==> config.mk <==
export PLATFORM = sky130hd
export DESIGN_NAME = stopwatch_controller
export DESIGN_NICKNAME = d
export VERILOG_FILES = /design/src/rtl/stopwatch_controller.sv
export SDC_FILE = /design/constraint.sdc
export NUM_CORES = 1
export LEC_CHECK = 0
export BUFFER_PORTS_ARGS = -buffer_cell sky130_fd_sc_hd__buf_4
export CORE_MARGIN = 4
export CORE_UTILIZATION = 59
export CTS_BUF_LIST = sky130_fd_sc_hd__clkbuf_8 sky130_fd_sc_hd__clkbuf_16
export CTS_CLUSTER_SIZE = 20
export DETAILED_ROUTE_END_ITERATION = 10
export PLACE_DENSITY = 0.77
export SYNTH_ARGS = -nofsm -noshare
export SYNTH_HDL_FRONTEND = slang
export SYNTH_SLANG_ARGS = --single-unit
==> constraint.sdc <==
create_clock -name CLK_50_MHz -period 2.8 [get_ports CLK_50_MHz]
set_clock_uncertainty 0.05 [all_clocks]
set_input_delay 0.28 -clock CLK_50_MHz [delete_from_list [all_inputs] [get_ports CLK_50_MHz]]
set_output_delay 0.28 -clock CLK_50_MHz [all_outputs]
set_load 0.05 [all_outputs]
==> src/rtl/stopwatch_controller.sv <==
// Stopwatch control: 100 Hz tick detection, pushbutton debouncing, start/stop/lap/reset
// sequencing and an MM:SS.cc BCD time base driving six seven-segment digits.
module stopwatch_controller #(
    parameter int DEBOUNCE_TICKS = 2,
    parameter int MAX_MINUTES    = 59
) (
    input  logic        CLK_50_MHz,
    input  logic        reset_n,
    input  logic        CLK_100Hz,
    input  logic        key_start_stop_n,
    input  logic        key_lap_reset_n,
    output logic [23:0] disp_bcd,
    output logic        running,
    output logic        lap_active,
    output logic        overflow
);

    localparam int NUM_KEYS = 2;
    localparam logic [3:0] MAX_T   = 4'(MAX_MINUTES / 10);
    localparam logic [3:0] MAX_U   = 4'(MAX_MINUTES % 10);
    localparam logic [3:0] DB_LAST = 4'(DEBOUNCE_TICKS - 1);

    typedef enum logic [1:0] {S_IDLE, S_RUN, S_RUN_LAP, S_PAUSED} state_t;

    // Asynchronous assert, synchronous release of the internal reset.
    logic [1:0] r_rst_sync;
    logic       w_rst_n;

    always_ff @(posedge CLK_50_MHz or negedge reset_n) begin
        if (!reset_n) r_rst_sync <= 2'b00;
        else          r_rst_sync <= {r_rst_sync[0], 1'b1};
    end
    assign w_rst_n = r_rst_sync[1];

    logic r_clk_prev;
    logic w_tick;

    always_ff @(posedge CLK_50_MHz or negedge w_rst_n) begin
        if (!w_rst_n) r_clk_prev <= 1'b0;
        else          r_clk_prev <= CLK_100Hz;
    end
    assign w_tick = CLK_100Hz & ~r_clk_prev;

    // Button lanes: index 0 = start/stop, index 1 = lap/reset.
    logic [NUM_KEYS-1:0] w_key_n;
    logic [NUM_KEYS-1:0] w_press;
    assign w_key_n = {key_lap_reset_n, key_start_stop_n};

    genvar g;
    generate
        for (g = 0; g < NUM_KEYS; g++) begin : g_key
            // Synchronizer and sample hold the pressed state active-high, so their
            // zero reset agrees with the released debounced level of 1.
            logic [1:0] r_sync;
            logic       r_sample;
            logic       r_level;
            logic [3:0] r_cnt;
            logic       r_press;
            logic       w_differ;

            assign w_differ = (r_sample == r_level);

            always_ff @(posedge CLK_50_MHz or negedge w_rst_n) begin
                if (!w_rst_n) begin
                    r_sync   <= 2'b00;
                    r_sample <= 1'b0;
                    r_level  <= 1'b1;
                    r_cnt    <= 4'd0;
                    r_press  <= 1'b0;
                end else begin
                    r_sync  <= {r_sync[0], ~w_key_n[g]};
                    r_press <= 1'b0;
                    if (w_tick) begin
                        r_sample <= r_sync[1];
                        if (!w_differ) begin
                            r_cnt <= 4'd0;
                        end else if (r_cnt == DB_LAST) begin
                            r_cnt   <= 4'd0;
                            r_level <= ~r_level;
                            r_press <= r_level;
                        end else begin
                            r_cnt <= r_cnt + 4'd1;
                        end
                    end
                end
            end
            assign w_press[g] = r_press;
        end
    endgenerate

    logic w_ss;
    logic w_lr;
    assign w_ss = w_press[0];
    assign w_lr = w_press[1] & ~w_press[0];

    state_t r_state;

    always_ff @(posedge CLK_50_MHz or negedge w_rst_n) begin
        if (!w_rst_n) begin
            r_state    <= S_IDLE;
            running    <= 1'b0;
            lap_active <= 1'b0;
        end else begin
            case (r_state)
                S_IDLE: begin
                    if (w_ss) begin
                        r_state <= S_RUN;
                        running <= 1'b1;
                    end
                end
                S_RUN: begin
                    if (w_ss) begin
                        r_state <= S_PAUSED;
                        running <= 1'b0;
                    end else if (w_lr) begin
                        r_state    <= S_RUN_LAP;
                        lap_active <= 1'b1;
                    end
                end
                S_RUN_LAP: begin
                    if (w_ss) begin
                        r_state    <= S_PAUSED;
                        running    <= 1'b0;
                        lap_active <= 1'b0;
                    end else if (w_lr) begin
                        r_state    <= S_RUN;
                        lap_active <= 1'b0;
                    end
                end
                S_PAUSED: begin
                    if (w_ss) begin
                        r_state <= S_RUN;
                        running <= 1'b1;
                    end else if (w_lr) begin
                        r_state <= S_IDLE;
                    end
                end
                default: begin
                    r_state    <= S_IDLE;
                    running    <= 1'b0;
                    lap_active <= 1'b0;
                end
            endcase
        end
    end

    // Digits: [0]=cs_u [1]=cs_t [2]=sec_u [3]=sec_t [4]=min_u [5]=min_t.
    logic [5:0][3:0] r_time;
    logic [5:0][3:0] r_lap;
    logic [5:0][3:0] w_next;
    logic            w_wrap;
    logic            w_count;
    logic            w_clear;
    logic            w_c0, w_c1, w_c2, w_c3;

    assign w_count = w_tick & ((r_state == S_RUN) | (r_state == S_RUN_LAP));
    assign w_clear = w_lr & ((r_state == S_IDLE) | (r_state == S_PAUSED));

    assign w_c0 = (r_time[0] == 4'd9);
    assign w_c1 = w_c0 & (r_time[1] == 4'd9);
    assign w_c2 = w_c1 & (r_time[2] == 4'd9);
    assign w_c3 = w_c2 & (r_time[3] == 4'd5);

    always_comb begin
        w_next    = r_time;
        w_wrap    = 1'b0;
        w_next[0] = w_c0 ? 4'd0 : r_time[0] + 4'd1;
        if (w_c0) w_next[1] = (r_time[1] == 4'd9) ? 4'd0 : r_time[1] + 4'd1;
        if (w_c1) w_next[2] = (r_time[2] == 4'd9) ? 4'd0 : r_time[2] + 4'd1;
        if (w_c2) w_next[3] = (r_time[3] == 4'd5) ? 4'd0 : r_time[3] + 4'd1;
        if (w_c3) begin
            if (r_time[5] == MAX_T && r_time[4] == MAX_U) begin
                w_next[4] = 4'd0;
                w_next[5] = 4'd0;
                w_wrap    = 1'b1;
            end else if (r_time[4] == 4'd9) begin
                w_next[4] = 4'd0;
                w_next[5] = r_time[5] + 4'd1;
            end else begin
                w_next[4] = r_time[4] + 4'd1;
            end
        end
    end

    // Clear only fires in non-counting states, so it never races an increment.
    always_ff @(posedge CLK_50_MHz or negedge w_rst_n) begin
        if (!w_rst_n) begin
            r_time   <= '0;
            r_lap    <= '0;
            overflow <= 1'b0;
        end else begin
            if (w_clear) begin
                r_time   <= '0;
                overflow <= 1'b0;
            end else if (w_count) begin
                r_time <= w_next;
                if (w_wrap) overflow <= 1'b1;
            end
            if (r_state == S_RUN && w_lr) r_lap <= r_time;
        end
    end

    assign disp_bcd = lap_active ? r_lap : r_time;

endmodule

# Word-level counts from Yosys, hierarchy flattened
# Index checks and enable logic that the tools add are counted.
# totals
in_bits	5
ff_bits	74
out_inout_bits	27
word_cells	141
# op_classes
n_mux	45
n_reduce_logical	24
eq_ne	21
add_sub_neg	8
n_bitwise	15
# ops
cell	count
24-bit two-way mux	3
4-bit two-way mux	13
4-bit by 1-bit adder with 4-bit output, second input constant	8
1-bit two-way mux	17
4-bit == test, second input constant	4
8-bit two-way mux	2
2-bit two-way mux	7
2-bit nonzero test	7
2-bit AND reduction	6
3-bit inequality test, second input constant	3
3-bit AND reduction	3
4-bit by 1-bit == test with 1-bit output, second input constant	2
4-bit by 3-bit == test with 1-bit output, second input constant	2
2-bit one-hot mux with 4 select lines	1
4-bit AND reduction	2
1-bit bitwise AND	7
2-bit inequality test, second input constant	3
1-bit NOT	6
2-bit == test, second input constant	2
2-bit by 1-bit inequality test with 1-bit output, second input constant	2
1-bit one-hot mux with 2 select lines	2
2-bit OR reduction	2
3-bit nonzero test	1
1-bit == test	2
other kinds (4)	6

# Depth between registers and ports, before layout
# logic_depth
depth_word	8
depth_mapped	8

# Least setup slack after synthesis
# No wires, ideal clock.
# synth_timing
path_kind	register to output
startpoint	reg lap_active
endpoint	out disp_bcd[1]
stages_incl_launch_ff	4
required_time_ns	2.470
t_arrival_ns	2.098
path_slack_ns	0.372
cell_sequence	dfrtp_1 -> clkbuf_1 -> clkbuf_1 -> o21ai_0
# synth_between
elab_chain_len	1
# synth_rtl
item	line	source
start, declared	14	output logic lap_active,
start signal, assigned	102	lap_active <= 1'b0;
start signal, assigned	117	lap_active <= 1'b1;
start signal, assigned	124	lap_active <= 1'b0;
24-bit two-way mux	203	assign disp_bcd = lap_active ? r_lap : r_time;
end, declared	12	output logic [23:0] disp_bcd,
# Every way passes these cells.

# Worst setup path in the final report
# layout_timing
startpoint	reg r_state[1]
endpoint	reg r_time[15] (netlist bit)
# layout_between
elab_chain_len	5
word_cells_on_any_way	12
# layout_rtl
item	line	source
start, declared	96	state_t r_state;
start signal, assigned	100	r_state <= S_IDLE;
start signal, assigned	107	r_state <= S_RUN;
start signal, assigned	113	r_state <= S_PAUSED;
2-bit == test (tied with other cells)	157	assign w_clear = w_lr & ((r_state == S_IDLE) | (r_state == S_PAUSED));
1-bit bitwise OR, on equally long branches	157, 156	
1-bit bitwise AND, on equally long branches	157, 156	
2-bit nonzero test (no line)	-	
2-bit AND reduction (no line)	-	
end signal, assigned	196	r_time <= w_next;
end, declared	148	logic [5:0][3:0] r_time;
# Parallel ways exist; a longest one is shown, timed or not.
# A chain may end at the register's enable or synchronous reset.

==> reports/metrics.sh <==
MAX-CAP-VIOLATIONS=0
CTS_NUM_SINKS=74
FIRST_ITER_VIOLATIONS=118
STATUS='complete, no violations'
CRIT-REG2REG-LAUNCH='r_state[1]$_DFFE_PN0P_'
WORSTHOLDPATHTYPE='in -> reg'
R2R_END='r_time[15]$_DFFE_PN0P_'
SYNTH_AREA_PER_CELL_UM2=10.70
POST_DR_VIAS_CELL=5.804
POST_DRT_WL_PER_CELL_UM=15.53
DIEHEIGHT_UM=87.90
SYNTH.NET_COUNT=377
GRT_FIRST_PASS_WIRELENGTH_UM=12430
N_ANTENNA_CELL=0
DIE_AREA_UM2=7726
HTREE_NUM_LEVELS=3
FINAL_LAYOUT_SIZE_SUFFIX_GT1_SHARE_PCT=24.87
HOLD_PATH_CELL_CNT=1
ANT_NETS=0
PLACE.DETAILED.HPWL_UM=4955
POST-ROUTE-DRC-COUNT=0
DIE_WIDTH_UM=87.90
IO_BUFFERS=31
DRT-TOTAL-WL_UM=7282
FINAL.SETUP.TNS_NS=0
POSTCTSSETUPBUFFERS=0
PLACE_CONGESTION=0.8716
PATH_CLASS='reg -> reg'
CTS_ROOT_BUFFER='clkbuf_8'
PERIOD_NEEDED_NS=2.441
YOSYS.CELL_TYPES.COUNT=48
IO_PINS=32
GRT_MAX_DEGREE=40
P_TOTAL_W=0.002977
WORSTPATHREQUIRED_NS=3.03
SYNTH_EDF_COUNT=0
POSTCTSHOLDBUFS=3
NUMBER_OF_GLOBAL_ROUTE_VIAS_BEFORE_REPAIR=2672
P_LEAK_nW=2.111
GROUTE.USAGE.OVERALL_PCT=20.87
CRITICAL_PATH.ENDPOINT_TYPE='flip-flop'
SYNTH_SEQ_AREA_SHARE_PCT=49.24
COREAREA_UM2=6061
TIMING.FMAX_GHz=0.4097
CRIT_PATH_START_KIND='flip-flop'
CTS_TREE='yes'
START_UTIL_PCT=62.14
R2R_SETUP_SLK_NS=0.36
RELATIVE_AREA_CHANGE_FROM_SYNTHESIS_TO_FINAL_LAYOUT_PCT=15.22
CTS.REPORTEDPATHS.CLKPINSLEW_NS=0.08
NUMBER_OF_SYNTHESIZED_REGISTER_BITS=74
SYNTH_AREA_UM2=3766
ASYNC_FLOP_SHARE_PCT=100.0
WORST-R2R-CELL-COUNT=8
WHS_ENDPOINT='r_clk_prev$_DFF_PN0_'
WORST_SKEW_PAIR.LATE_LATENCY_NS=0.35
GRT_SETUP_UNREPAIRED='false'
YS_WARN_COUNT=0
FINAL_NET_COUNT=414
POSTSYNTHCELLCOUNT=352
POST_CTS.RESIZED_INSTANCES=0
PLACEMENTROWS=28
HOLD_VIOL=0
NUMCTSBUFFERS=9
HOLD_PATH.STARTPOINT='CLK_100Hz'
FINAL-MAX-SLEW-VIOLATION-COUNT=0
CRITICAL_PATH_PEAK_FANOUT=12
P_PER_AREA_nW_PER_UM2=686.1
MAXSLEWHEADROOM_PCT=42.60
TOP_FF_CELL_SYNTH='dfrtp_1'
WORST_EP_ARRIVAL_TIME_NS=2.67
FINAL-SETUP-VIOL-COUNT=0
FINAL.PERIOD_UTILIZATION_PCT=87.17
PEAKVDDDROP_mV=0.4929
DRT_FIRST_PASS_ITERS=4
GLOBALROUTEOVERFLOWTOTAL=0
VIA_COUNT=2722
WORST_SLEW_PIN_SLEW_NS=0.8609
CTS-ROOT-TO-SINK-BUFFERS=2
INITIAL_ANTENNA_VIOLATION_COUNT=0
through the flow:
stage	utilization [%]	setup WS [ns]	hold slack, ns	cells	area [um2]
6_report	71.59	0.3593	0.01870	469	4339
5_1_grt	71.59	0.2145	0.01542	469	4339
4_1_cts	71.59	0.3715	0.004005	469	4339
3_5_place_dp	67.32	0.4157	0.01280	450	4080
3_3_place_gp	67.32	0.4996	0.01176	450	4080
2_1_floorplan	-	0.3721	-0.06559	352	3766
cell families after synthesis:
family / Yosys count / share of synthesized area [%]
simple gates: 106 / 15.15
compound gates: 79 / 13.06
flops: 74 / 49.24
mux: 37 / 11.06
buf+inv: 30 / 3.588
fa+ha+maj: 20 / 6.645
xor+xnor: 5 / 1.163
other cells: 1 / 0.09957
layout make-up:
type                            instances  area [um2]
Fill cell                             450        1722
Clock inverter                          5       77.57
Timing Repair Buffer                   41       327.8
Clock buffer                           11       151.4
Sequential cell                        74        1856
Tap cell                               75       93.84
Multi-Input combinational cell        248        1777
Inverter                               15       56.30
cells in the mapped netlist (all sizes together) (8+ instances only):
master,n,area [um2]
a21oi,20,100.1
o21ai,34,170.2
clkbuf,8,30.03
mux2,37,416.7
nand2,38,142.6
ha,20,250.2
nand3,10,50.05
dfrtp,72,1802
nor2,12,45.04
inv,15,56.30
registers in the layout (all words and copies together), names as in the netlist, 2 cells and up:
signal	count
r_lap	24
r_time	24
g_key.r_cnt	8
g_key.r_sync	4
g_key.r_level	2
g_key.r_press	2
g_key.r_sample	2
r_rst_sync	2
r_state	2
power by group:
part	total [W]	leakage [nW]	internal [W]	switching [W]
Combinational	0.000655	1.01	0.000271	0.000384
Sequential	0.00137	0.983	0.00122	0.000160
Clock	0.000947	0.121	0.000547	0.000400
worst max-delay path, cell delays in order, from the launching register on:
cell	delay (ns)
dfrtp_1	0.42
inv_1	0.11
ha_1	0.34
nor3b_2	0.28
buf_4	0.21
o2111ai_1	0.13
buf_4	0.19
or4_1	0.48
a21oi_1	0.15
routing by layer:
layer / GRT usage, % / vias up / wire length, um
met1: 27.07 / 1332 / 3359
met4: 10.74 / 0 / 171
met3: 3.669 / 12 / 275
met5: 0 / - / 0
li1: - / 1328 / -
met2: 33.70 / 50 / 3475
how the worst max path moves through the flow:
stage / to / cells after the start / slack [ns] / start
2_1_floorplan: disp_bcd[1] / 3 / 0.37 / lap_active$_DFFE_PN0P_
3_3_place_gp: r_time[15]$_DFFE_PN0P_ / 8 / 0.50 / r_state[0]$_DFFE_PN0P_
3_5_place_dp: r_time[18]$_DFFE_PN0P_ / 8 / 0.42 / r_state[0]$_DFFE_PN0P_
4_1_cts: r_time[15]$_DFFE_PN0P_ / 8 / 0.37 / r_state[1]$_DFFE_PN0P_
5_1_grt: r_time[23]$_DFFE_PN0P_ / 6 / 0.21 / r_state[1]$_DFFE_PN0P_
6_report: r_time[15]$_DFFE_PN0P_ / 8 / 0.36 / r_state[1]$_DFFE_PN0P_
placed cells by master, fill, tap and decap left out, types with 5 or more instances in the layout:
master,instances
dfrtp_1,71
nand2_1,38
mux2_2,37
buf_4,37
o21ai_0,34
a21oi_1,20
ha_1,20
inv_1,16
nor2_1,12
clkbuf_8,11
nand3_1,10
or4_1,7
and3b_1,6
nand3b_1,6
or3_1,5
(Power assumes the default switching activity.)
